File: config.mk
export PLATFORM = sky130hd
export DESIGN_NAME = keypad_scan
export DESIGN_NICKNAME = d
export VERILOG_FILES = /design/src/rtl/keypad_pkg.sv /design/src/rtl/keypad_scan_sync_2ff.sv /design/src/rtl/keypad_scan.sv
export SDC_FILE = /design/constraint.sdc
export NUM_CORES = 1
export LEC_CHECK = 0
export CAP_MARGIN = 20
export CORE_ASPECT_RATIO = 1.25
export CORE_MARGIN = 4
export CORE_UTILIZATION = 56
export CTS_BUF_LIST = sky130_fd_sc_hd__clkbuf_16
export DETAILED_ROUTE_END_ITERATION = 6
export DONT_BUFFER_PORTS = 1
export PLACE_DENSITY = 0.74
export SYNTH_ARGS = -nofsm -noshare
export SYNTH_HDL_FRONTEND = slang
export SYNTH_SLANG_ARGS = --single-unit
export TNS_END_PERCENT = 1
File: constraint.sdc
create_clock -name i_clk -period 3.3 [get_ports i_clk]
set_clock_uncertainty 0.2 [all_clocks]
set_input_delay 0.66 -clock i_clk [delete_from_list [all_inputs] [get_ports i_clk]]
set_output_delay 0.66 -clock i_clk [all_outputs]
set_load 0.02 [all_outputs]
File: src/rtl/keypad_pkg.sv
// Shared types and constants for the 4x4 matrix keypad scanner.
// Column drive is active-low one-hot, matching the seven-segment scan path.
package keypad_pkg;

  localparam int NUM_COLS = 4;
  localparam int NUM_ROWS = 4;

  typedef enum logic [1:0] {
    ST_IDLE,
    ST_DEB_PRESS,
    ST_PRESSED,
    ST_DEB_REL
  } kp_state_t;

  typedef enum logic [1:0] {
    CLS_NONE,
    CLS_SINGLE,
    CLS_MULTI
  } scan_cls_t;

  localparam logic [NUM_COLS-1:0] COL_PATTERN [0:NUM_COLS-1] =
    '{4'b0111, 4'b1011, 4'b1101, 4'b1110};

  // Number of asserted rows, saturated at 2 (anything above one key is MULTI).
  function automatic logic [1:0] low_count(input logic [NUM_ROWS-1:0] lows);
    int n;
    n = 0;
    for (int i = 0; i < NUM_ROWS; i++) begin
      n = n + int'(lows[i]);
    end
    return (n >= 2) ? 2'd2 : 2'(n);
  endfunction

  function automatic logic [1:0] low_index(input logic [NUM_ROWS-1:0] lows);
    logic [1:0] idx;
    idx = 2'd0;
    for (int i = NUM_ROWS - 1; i >= 0; i--) begin
      if (lows[i]) idx = 2'(i);
    end
    return idx;
  endfunction

endpackage

File: src/rtl/keypad_scan_sync_2ff.sv
// Two-flop synchronizer for the asynchronous keypad row inputs.
// Resets to all-ones so an idle (pulled-up) keypad is seen during and after reset.
module sync_2ff #(
  parameter int               W         = 4,
  parameter logic [W-1:0]     RESET_VAL = '1
) (
  input  logic         i_clk,
  input  logic         i_rst_n,
  input  logic [W-1:0] i_d,
  output logic [W-1:0] o_q
);

  logic [W-1:0] r_meta;
  logic [W-1:0] r_sync;

  always_ff @(posedge i_clk) begin
    if (!i_rst_n) begin
      r_meta <= RESET_VAL;
      r_sync <= RESET_VAL;
    end else begin
      r_meta <= i_d;
      r_sync <= r_meta;
    end
  end

  assign o_q = r_sync;

endmodule

File: src/rtl/keypad_scan.sv
// 4x4 active-low keypad scanner: column drive, per-scan classification, debounce FSM.
// Optional auto-repeat while a key is held is built when KEYPAD_REPEAT_EN is defined.
//
// state        | meaning
// ST_IDLE      | no key accepted, waiting for a scan with exactly one key
// ST_DEB_PRESS | same single key seen r_deb_cnt consecutive scans
// ST_PRESSED   | key accepted, key_held high, extra keys ignored
// ST_DEB_REL   | empty scans counted in r_deb_cnt before release is accepted
module keypad_scan
  import keypad_pkg::*;
#(
  parameter int SCAN_DIV       = 50000,
  parameter int DEBOUNCE_SCANS = 8,
  parameter int REPEAT_DELAY   = 250,
  parameter int REPEAT_RATE    = 50
) (
  input  logic                i_clk,
  input  logic                i_rst_n,
  input  logic [NUM_ROWS-1:0] i_row_n,
  output logic [NUM_COLS-1:0] o_col_n,
  output logic [3:0]          o_key_code,
  output logic                o_key_valid,
  output logic                o_key_held
);

  localparam int PW = (SCAN_DIV > 1) ? $clog2(SCAN_DIV) : 1;
  localparam int DW = $clog2(DEBOUNCE_SCANS + 1);

  if (SCAN_DIV < 4 || DEBOUNCE_SCANS < 2 || REPEAT_DELAY < 1 || REPEAT_RATE < 1) begin : g_bad_param
    $error("keypad_scan: invalid parameter set");
  end

  logic [NUM_ROWS-1:0] w_row_sync;
  logic [NUM_ROWS-1:0] w_lows;
  logic                w_dwell_end;
  logic                w_scan_close;
  logic [1:0]          w_col_cnt;
  logic [2:0]          w_sum;
  logic [3:0]          w_sample_code;
  logic [3:0]          w_code;
  scan_cls_t           w_cls;
  logic [DW-1:0]       w_deb_next;

  logic [PW-1:0]       r_presc;
  logic [1:0]          r_col_idx;
  logic [1:0]          r_acc_cnt;
  logic [3:0]          r_acc_code;
  kp_state_t           r_state;
  logic [3:0]          r_cand;
  logic [DW-1:0]       r_deb_cnt;
  logic [3:0]          r_key_code;
  logic                r_key_valid;
  logic                r_key_held;

`ifdef KEYPAD_REPEAT_EN
  localparam int RPT_MAX = (REPEAT_DELAY > REPEAT_RATE) ? REPEAT_DELAY : REPEAT_RATE;
  localparam int RW      = $clog2(RPT_MAX + 1);
  logic [RW-1:0]       r_rpt_cnt;
`endif

  sync_2ff #(
    .W         (NUM_ROWS),
    .RESET_VAL ({NUM_ROWS{1'b1}})
  ) u_row_sync (
    .i_clk   (i_clk),
    .i_rst_n (i_rst_n),
    .i_d     (i_row_n),
    .o_q     (w_row_sync)
  );

  assign w_dwell_end  = (r_presc == PW'(SCAN_DIV - 1));
  assign w_scan_close = w_dwell_end && (r_col_idx == 2'd3);
  assign w_deb_next   = r_deb_cnt + DW'(1);

  always_ff @(posedge i_clk) begin
    if (!i_rst_n) begin
      r_presc   <= '0;
      r_col_idx <= 2'd0;
    end else if (w_dwell_end) begin
      r_presc   <= '0;
      r_col_idx <= r_col_idx + 2'd1;
    end else begin
      r_presc   <= r_presc + PW'(1);
    end
  end

  // The closing column is folded in combinationally so the FSM sees the whole scan.
  always_comb begin
    w_lows        = ~w_row_sync;
    w_col_cnt     = low_count(w_lows);
    w_sum         = {1'b0, r_acc_cnt} + {1'b0, w_col_cnt};
    w_sample_code = {r_col_idx, low_index(w_lows)};
    w_code        = (w_col_cnt == 2'd1) ? w_sample_code : r_acc_code;
    w_cls         = CLS_NONE;
    if (w_sum >= 3'd2) begin
      w_cls = CLS_MULTI;
    end else if (w_sum == 3'd1) begin
      w_cls = CLS_SINGLE;
    end
  end

  always_ff @(posedge i_clk) begin
    if (!i_rst_n) begin
      r_acc_cnt  <= 2'd0;
      r_acc_code <= 4'd0;
    end else if (w_dwell_end) begin
      if (r_col_idx == 2'd3) begin
        r_acc_cnt  <= 2'd0;
        r_acc_code <= 4'd0;
      end else begin
        r_acc_cnt <= (w_sum >= 3'd2) ? 2'd2 : w_sum[1:0];
        if (w_col_cnt == 2'd1) r_acc_code <= w_sample_code;
      end
    end
  end

  always_ff @(posedge i_clk) begin
    if (!i_rst_n) begin
      r_state     <= ST_IDLE;
      r_cand      <= 4'd0;
      r_deb_cnt   <= '0;
      r_key_code  <= 4'd0;
      r_key_valid <= 1'b0;
      r_key_held  <= 1'b0;
`ifdef KEYPAD_REPEAT_EN
      r_rpt_cnt   <= '0;
`endif
    end else begin
      r_key_valid <= 1'b0;
      if (w_scan_close) begin
        case (r_state)
          ST_IDLE: begin
            if (w_cls == CLS_SINGLE) begin
              r_state   <= ST_DEB_PRESS;
              r_cand    <= w_code;
              r_deb_cnt <= DW'(1);
            end
          end
          ST_DEB_PRESS: begin
            if (w_cls != CLS_SINGLE) begin
              r_state   <= ST_IDLE;
              r_deb_cnt <= '0;
            end else if (w_code != r_cand) begin
              r_cand    <= w_code;
              r_deb_cnt <= DW'(1);
            end else if (w_deb_next == DW'(DEBOUNCE_SCANS)) begin
              r_state     <= ST_PRESSED;
              r_key_code  <= r_cand;
              r_key_valid <= 1'b1;
              r_key_held  <= 1'b1;
              r_deb_cnt   <= '0;
`ifdef KEYPAD_REPEAT_EN
              r_rpt_cnt   <= RW'(REPEAT_DELAY);
`endif
            end else begin
              r_deb_cnt <= w_deb_next;
            end
          end
          ST_PRESSED: begin
            if (w_cls == CLS_NONE) begin
              r_state   <= ST_DEB_REL;
              r_deb_cnt <= DW'(1);
            end
`ifdef KEYPAD_REPEAT_EN
            else if (r_rpt_cnt < RW'(2)) begin
              r_key_valid <= 1'b1;
              r_rpt_cnt   <= RW'(REPEAT_RATE);
            end else begin
              r_rpt_cnt <= r_rpt_cnt - RW'(1);
            end
`endif
          end
          ST_DEB_REL: begin
            // A bounce back to PRESSED keeps the repeat count where it was.
            if (w_cls != CLS_NONE) begin
              r_state   <= ST_PRESSED;
              r_deb_cnt <= '0;
            end else if (w_deb_next == DW'(DEBOUNCE_SCANS)) begin
              r_state    <= ST_IDLE;
              r_key_held <= 1'b0;
              r_deb_cnt  <= '0;
`ifdef KEYPAD_REPEAT_EN
              r_rpt_cnt  <= '0;
`endif
            end else begin
              r_deb_cnt <= w_deb_next;
            end
          end
          default: begin
            r_state <= ST_IDLE;
          end
        endcase
      end
    end
  end

  assign o_col_n     = COL_PATTERN[r_col_idx];
  assign o_key_code  = r_key_code;
  assign o_key_valid = r_key_valid;
  assign o_key_held  = r_key_held;

endmodule

==> results of run 1 <==
## cells in the mapped netlist, types with 2 or more instances
cell	n	area, µm²
sky130_fd_sc_hd__clkbuf_1	6	22.52
sky130_fd_sc_hd__dfxtp_1	48	960.9
sky130_fd_sc_hd__mux2i_1	10	100.1
sky130_fd_sc_hd__nand3_1	11	55.05
sky130_fd_sc_hd__fa_1	2	40.04
sky130_fd_sc_hd__and3_1	7	43.79
sky130_fd_sc_hd__a22oi_1	3	22.52
sky130_fd_sc_hd__nor3b_1	2	15.01
sky130_fd_sc_hd__o21ai_0	2	10.01
sky130_fd_sc_hd__nand2_1	19	71.32
sky130_fd_sc_hd__nand2b_1	12	75.07
sky130_fd_sc_hd__nor3_1	3	15.01
sky130_fd_sc_hd__ha_1	11	137.6
sky130_fd_sc_hd__xnor2_1	12	105.1
sky130_fd_sc_hd__nor2_1	39	146.4
sky130_fd_sc_hd__o2111ai_1	2	17.52
sky130_fd_sc_hd__nand4_1	3	18.77
sky130_fd_sc_hd__a21oi_1	8	40.04
sky130_fd_sc_hd__o21a_1	2	15.01
sky130_fd_sc_hd__and4bb_2	2	25.02
sky130_fd_sc_hd__nor2b_1	3	18.77
sky130_fd_sc_hd__xor2_1	6	52.55
sky130_fd_sc_hd__inv_1	15	56.30
sky130_fd_sc_hd__or3_1	2	12.51
## per-stage QoR
step                      instances  setup slack, ns  hold slack, ns  TNS (ns)  cell area [µm²]
after global placement          332          -0.1522          0.1881   -0.9323             2613
after CTS                       338          -0.1067          0.2118   -0.6867             2815
after detailed placement        332          -0.2500          0.1976    -1.836             2613
after global routing            338          -0.3033          0.2192    -2.300             2848
after floorplan                 262          -0.2482          0.1863    -1.063             2415
final                           338          -0.1050          0.2067   -0.6461             2848
## area by class of cell
cell class / instances / area, µm²
clock buffers: 5 / 125.1
clock inverters: 1 / 30.03
fillers: 337 / 1284
inverters: 16 / 62.56
multi-input cells: 192 / 1448
flip-flops and latches: 48 / 962.2
well taps: 56 / 70.07
repair buffers: 20 / 150.1
## metal layers
| layer | part of all wire | GRT usage | vias to the layer above |
|---|---|---|---|
| met4 | 0.016 | 0.05691 | 0 |
| met1 | 0.44 | 0.2405 | 876 |
| met2 | 0.50 | 0.3452 | 47 |
| li1 | - | - | 948 |
| met3 | 0.042 | 0.04241 | 9 |
| met5 | 0 | 0 | - |
## cell families (layout without fill, tap and decap cells)
group	count (synthesis)	count (layout)	share of synthesized area
simple gates	116	116	0.2699
flops	48	48	0.3979
compound gates	35	35	0.1176
buf+inv	22	42	0.03419
xor+xnor	18	18	0.06528
fa+ha+maj	13	13	0.07357
mux	10	10	0.04145
## what timing repair did
item | in CTS | in global routing
endpoints found under the setup margin | 11 | 15
resized for setup | 11 | 8
pin swaps | 3 | 4
## worst max path at each step
stage	start	end	slack, ns	cells past startpoint
CTS	u_row_sync.o_q[0]	o_key_code[1]	-0.11	16
finish	u_row_sync.o_q[0]	r_deb_cnt[3]	-0.11	14
floorplan	u_row_sync.o_q[0]	o_key_code[0]	-0.25	15
detailed placement	u_row_sync.o_q[0]	o_key_code[0]	-0.25	16
global placement	u_row_sync.o_q[0]	o_key_code[2]	-0.15	16
global route	u_row_sync.o_q[0]	o_key_code[1]	-0.30	16
## power by group through the flow
stage               sequential [W]  clock [W]  combinational (W)
finish                    0.000591   0.000540           0.000107
global route              0.000592   0.000576           0.000117
CTS                       0.000591   0.000547           0.000102
detailed placement        0.000604          0          0.0000958
global placement          0.000603          0          0.0000951
floorplan                 0.000604          0          0.0000640
## critical path: stages (launching register included)
cell	delay, ns
sky130_fd_sc_hd__dfxtp_2	0.33
sky130_fd_sc_hd__fa_1	0.55
sky130_fd_sc_hd__inv_2	0.05
sky130_fd_sc_hd__ha_4	0.15
sky130_fd_sc_hd__inv_4	0.05
sky130_fd_sc_hd__ha_4	0.13
sky130_fd_sc_hd__and2_1	0.12
sky130_fd_sc_hd__ha_1	0.14
sky130_fd_sc_hd__inv_1	0.05
sky130_fd_sc_hd__fa_1	0.51
sky130_fd_sc_hd__nand3_2	0.12
sky130_fd_sc_hd__buf_4	0.17
sky130_fd_sc_hd__or3_4	0.34
sky130_fd_sc_hd__a2111oi_2	0.30
sky130_fd_sc_hd__a31o_1	0.15
## sequential cells by signal, indices dropped and copies added (netlist names)
| name | cells |
|---|---|
| r_acc_cnt | 2 |
| r_deb_cnt | 4 |
| o_key_held | 1 |
| r_acc_code | 4 |
| u_row_sync.r_meta | 4 |
| r_cand | 4 |
| u_row_sync.o_q | 4 |
| r_state | 2 |
| o_key_code | 4 |
| r_presc | 16 |
| o_key_valid | 1 |
| r_col_idx | 2 |
==> results_dict.tcl, run 1 <==
set metrics [dict create \
    worstReg2RegEnd "r_deb_cnt[3]" \
    most-common-layout-cells "47 x sky130_fd_sc_hd__dfxtp_1, 38 x sky130_fd_sc_hd__nor2_1, 20 x sky130_fd_sc_hd__buf_4, 18 x sky130_fd_sc_hd__nand2_1, 13 x sky130_fd_sc_hd__inv_1" \
    worst_slew_pin_slew_ns 0.4617 \
    comb_power_share 0.086 \
    area_added_between_synthesis_and_finish_pct 17.93 \
    first_iter_violations 82 \
    globalRoute.totalOverflow 0 \
    grt_setup_unrepaired "yes" \
    postSynthRegisterBits 48 \
    worst_ep_arrival_time_ns 3.43 \
    synth.lib_cells_used.distinct 56 \
    dieHeight_um 81.42 \
    synth_fp_nets 281 \
    swShare 0.2029 \
    post_route_cells_drive_above_1_share 0.1986 \
    number_of_top_level_design_ports 16 \
    async_flop_share 0 \
    holdCritPathClass "register to register" \
    synth_area_mm2 0.002415 \
    drt-pass1-iter-count 4 \
    syn_area_per_cell_um2 9.217 \
    commonest_non_fill_non_tap_cell_in_the_layout "sky130_fd_sc_hd__dfxtp_1" \
    hold-path-cell-count 1 \
    power.leakage_nw 1.125 \
    max-slew-margin-rel 0.6890 \
    synth_warnings 0 \
    clock_tree.buffer_depth 2 \
    fmaxAchievable_mhz 293.7 \
    routed-via-count 1880 \
    diodes 0 \
    clk_pin_slew_worst_paths_ns 0.06 \
    viasPerCell 5.562 \
    synth_edf_count 0 \
    hold_buffer_count_at_cts 0 \
    maximum_number_of_pins_on_one_net_before_global_route_repair 26 \
    failed_checks "setup timing" \
    synthCells 262 \
    rr_startpoint "u_row_sync.o_q[0]" \
    core_area_mm2 0.004131 \
    final_wirelength_um 4785 \
    crit_path_start_kind "register" \
    total_power_w 0.001238 \
    maxCapViolCount 0 \
    htree_levels 2 \
    total_switching_power_w 0.0002511 \
    hold_path_startpoint "u_row_sync.r_meta[2]" \
    clkPwrFrac 0.436 \
    worst_setup_path_end_kind "register" \
    cts_root_buf "sky130_fd_sc_hd__clkbuf_16" \
    ys_seq_area_frac 0.3979 \
    final_period_minus_worst_setup_slack_ns 3.405 \
    drt_drc_violations_left 0 \
    critical_path_required_ns 3.32 \
    layout.core_utilization 0.6893 \
    clkLatencyLatePin_ns 0.28 \
    place.gp.congestion 0.8691 \
    path_class "register to register" \
    rrSetupSlack_ns -0.11 \
    nets 302 \
    die_area_mm2 0.005434 \
    min_delay_worst_endpoint "u_row_sync.o_q[2]" \
    vdd_drop_max_mv 0.2857 \
    rr_worst_depth 14 \
    avgRoutedWirePerCell_um 14.16 \
    numCtsBuffers 5 \
    ant_nets 0 \
    outcome "finished with violations" \
    power.density_cell_area_mw_per_mm2 434.6 \
    tritoncts "yes" \
    timing.final.max_slew_violations 0 \
    globalRouteTotalUtil 0.1967 \
    die_w_um 66.74 \
    dp_hpwl_um 3345 \
    power_report.internal_total_w 0.0009864 \
    count_of_endpoints_failing_setup_in_the_final_report 7 \
    count_of_input_and_output_buffers 0 \
    std_cell_rows 26 \
    critical_path.max_fanout 3 \
    power.sequential.fraction 0.478 \
    clkSinkCount 48 \
    floorplan.initialDensity 0.5845 \
    hold_vio_cnt_final 0 \
    grt_antenna_before_repair 0 \
    vias_in_the_first_global_route 1860 \
    ratio_of_final_minimum_period_to_clock_period 1.032 \
    final_critical_path_setup_slack_ns -0.1050 \
    grt_first_pass_wirelength_um 8259 \
    synthFlopType "sky130_fd_sc_hd__dfxtp_1" \
    number_of_setup_buffers_added_after_cts 0 \
]
No activity file was read; power rests on OpenSTA's default activity.
==> inputs of run 2 (changes only) <==
- SKIP_LAST_GASP: default -> 1
==> results_dict.tcl, run 2 (synthesized netlist as in run 1, its figures left out) <==
set metrics [dict create \
    routed-via-count 1877 \
    path_class "register to register" \
    slowest_delay_ns 0.53 \
    holdCritPathClass "register to register" \
    final_wirelength_um 4648 \
    grt_antenna_before_repair 0 \
    largest_register_ffs 16 \
    final_period_minus_worst_setup_slack_ns 3.449 \
    hold_path_startpoint "u_row_sync.r_meta[2]" \
    swShare 0.2002 \
    diodes 0 \
    ratio_of_final_minimum_period_to_clock_period 1.045 \
    grt_first_pass_wirelength_um 8114 \
    critical_path.max_fanout 3 \
    avgRoutedWirePerCell_um 13.75 \
    area_added_between_synthesis_and_finish_pct 15.60 \
    max-slew-margin-rel 0.6794 \
    first_iter_violations 76 \
    clkSinkCount 48 \
    tritoncts "yes" \
    viasPerCell 5.553 \
    hold-path-cell-count 1 \
    layoutNonFillerInstCount 338 \
    maximum_number_of_pins_on_one_net_before_global_route_repair 26 \
    final_critical_path_setup_slack_ns -0.1491 \
    outcome "finished with violations" \
    grt.busiest_layer "met2" \
    maxCapViolCount 0 \
    power.leakage_nw 1.104 \
    power.density_cell_area_mw_per_mm2 439.6 \
    vias_in_the_first_global_route 1849 \
    layout.core_utilization 0.6757 \
    rrSetupSlack_ns -0.15 \
    fmaxAchievable_mhz 289.9 \
    count_of_input_and_output_buffers 0 \
    min_delay_worst_endpoint "u_row_sync.o_q[2]" \
    drt_drc_violations_left 0 \
    hold_buffer_count_at_cts 0 \
    cts_root_buf "sky130_fd_sc_hd__clkbuf_16" \
    grt_setup_unrepaired "yes" \
    fillCellCount 350 \
    clock_tree.buffer_depth 2 \
    hold-worst-slack_ns 0.2069 \
    timing.final.max_slew_violations 0 \
    comb_power_share 0.079 \
    placedCellCount 332 \
    critPathMostFrequentCell "sky130_fd_sc_hd__inv_1" \
    crit_path_start_kind "register" \
    core_area_mm2 0.004131 \
    most-common-layout-cells "48 x sky130_fd_sc_hd__dfxtp_1, 39 x sky130_fd_sc_hd__nor2_1, 20 x sky130_fd_sc_hd__buf_4, 19 x sky130_fd_sc_hd__nand2_1, 15 x sky130_fd_sc_hd__inv_1" \
    dp_hpwl_um 3345 \
    aggregate_negative_setup_slack_ns -1.428 \
    place.gp.congestion 0.8691 \
    power.sequential.fraction 0.482 \
    number_of_top_level_design_ports 16 \
    power_report.internal_total_w 0.0009813 \
    largest-register "r_presc" \
    count_of_endpoints_failing_setup_in_the_final_report 14 \
    hold_vio_cnt_final 0 \
    floorplan.initialDensity 0.5845 \
    clkLatencyLatePin_ns 0.28 \
    dieHeight_um 81.42 \
    globalRoute.totalOverflow 0 \
    rr_startpoint "u_row_sync.o_q[0]" \
    globalRouteTotalUtil 0.1927 \
    rr_worst_depth 12 \
    nets 302 \
    numCtsBuffers 5 \
    die_area_mm2 0.005434 \
    total_switching_power_w 0.0002457 \
    worstReg2RegEnd "r_deb_cnt[3]" \
    path_cells "fa_1 > inv_1 > ha_1 > inv_1 > ha_2 > and3b_4 > mux2i_1 > xor2_1 > o21ai_4 > o41a_1 > a2111oi_2 > a31o_1" \
    commonest_non_fill_non_tap_cell_in_the_layout "sky130_fd_sc_hd__dfxtp_1" \
    critical_path_required_ns 3.32 \
    clkPwrFrac 0.439 \
    clk_pin_slew_worst_paths_ns 0.06 \
    failed_checks "setup timing" \
    htree_levels 2 \
    groute.layer.met2.usage 0.3353 \
    placement_stage_worst_setup_slack_ns -0.2500 \
    die_w_um 66.74 \
    slowest_cell_on_the_critical_path "sky130_fd_sc_hd__fa_1" \
    worst_setup_path_end_kind "register" \
    ant_nets 0 \
    worst_slew_pin_slew_ns 0.4759 \
    groute.layer.met1.usage 0.2379 \
    drt-pass1-iter-count 4 \
    std_cell_rows 26 \
    post_route_cells_drive_above_1_share 0.1596 \
    use_met3 0.04104 \
    vdd_drop_max_mv 0.2815 \
    worst_ep_arrival_time_ns 3.47 \
]
run 2: cell types whose count changed in the layout (fill, tap and decap cells not counted), moves of 2 or more:
cell | previous run | this run
sky130_fd_sc_hd__inv_1 | 13 | 15
sky130_fd_sc_hd__xnor2_2 | 2 | 0
sky130_fd_sc_hd__ha_4 | 2 | 0
sky130_fd_sc_hd__a21oi_2 | 2 | 0
sky130_fd_sc_hd__xnor2_1 | 10 | 12
sky130_fd_sc_hd__a21oi_1 | 6 | 8
run 2: routing by layer:
metal  part of all wire  up-vias  routed length, µm
met5                  0        -                  0
met4              0.017        0                 78
met3              0.035       11                165
met2               0.50       37               2301
met1               0.45      876               2104
li1                   -      953                  -
run 2: power groups by stage:
stage | logic (W) | registers, W | clock network, W
2_1_floorplan | 0.0000640 | 0.000604 | 0
3_3_place_gp | 0.0000951 | 0.000603 | 0
3_5_place_dp | 0.0000958 | 0.000604 | 0
4_1_cts | 0.0000973 | 0.000591 | 0.000547
5_1_grt | 0.000107 | 0.000591 | 0.000576
6_report | 0.0000974 | 0.000591 | 0.000539
run 2: what timing repair did:
| action | in CTS | in global routing |
|---|---|---|
| endpoints found under the setup margin | 11 | 16 |
| buffers inserted | 0 | 0 |
| hold endpoints to repair | 0 | 0 |
| resized for setup | 6 | 0 |
| pin swaps | 2 | 1 |
run 2: final cells by class:
class,instances,area (µm²),area share
Tap cell,56,70.07,0.02510
Sequential cell,48,960.9,0.3442
Clock buffer,5,125.1,0.04482
Timing Repair Buffer,20,150.1,0.05379
Inverter,16,60.06,0.02151
Clock inverter,1,30.03,0.01076
Multi-Input combinational cell,192,1395,0.4998
run 2: worst max-delay path, delay by kind of cell, from the launching register on:
family          cells  cell delay, ns
simple gates        1            0.33
buf+inv             2            0.09
fa+ha+maj           3            0.96
flops               1            0.32
mux                 1            0.26
xor+xnor            1            0.26
compound gates      4            0.97
run 2: through the flow:
| step | total power, W | cell area (µm²) |
|---|---|---|
| floorplan | 0.0006676 | 2415 |
| global placement | 0.0006986 | 2613 |
| detailed placement | 0.0006997 | 2613 |
| CTS | 0.001235 | 2791 |
| global route | 0.001275 | 2791 |
| finish | 0.001227 | 2791 |
run 2: how the worst max path moves through the flow:
stage / depth (start not counted) / to / from / slack, ns
after global placement: 16 / o_key_code[2] / u_row_sync.o_q[0] / -0.15
after global routing: 16 / o_key_code[1] / u_row_sync.o_q[0] / -0.35
after detailed placement: 16 / o_key_code[0] / u_row_sync.o_q[0] / -0.25
final: 12 / r_deb_cnt[3] / u_row_sync.o_q[0] / -0.15
after floorplan: 15 / o_key_code[0] / u_row_sync.o_q[0] / -0.25
after CTS: 16 / o_key_code[1] / u_row_sync.o_q[0] / -0.17
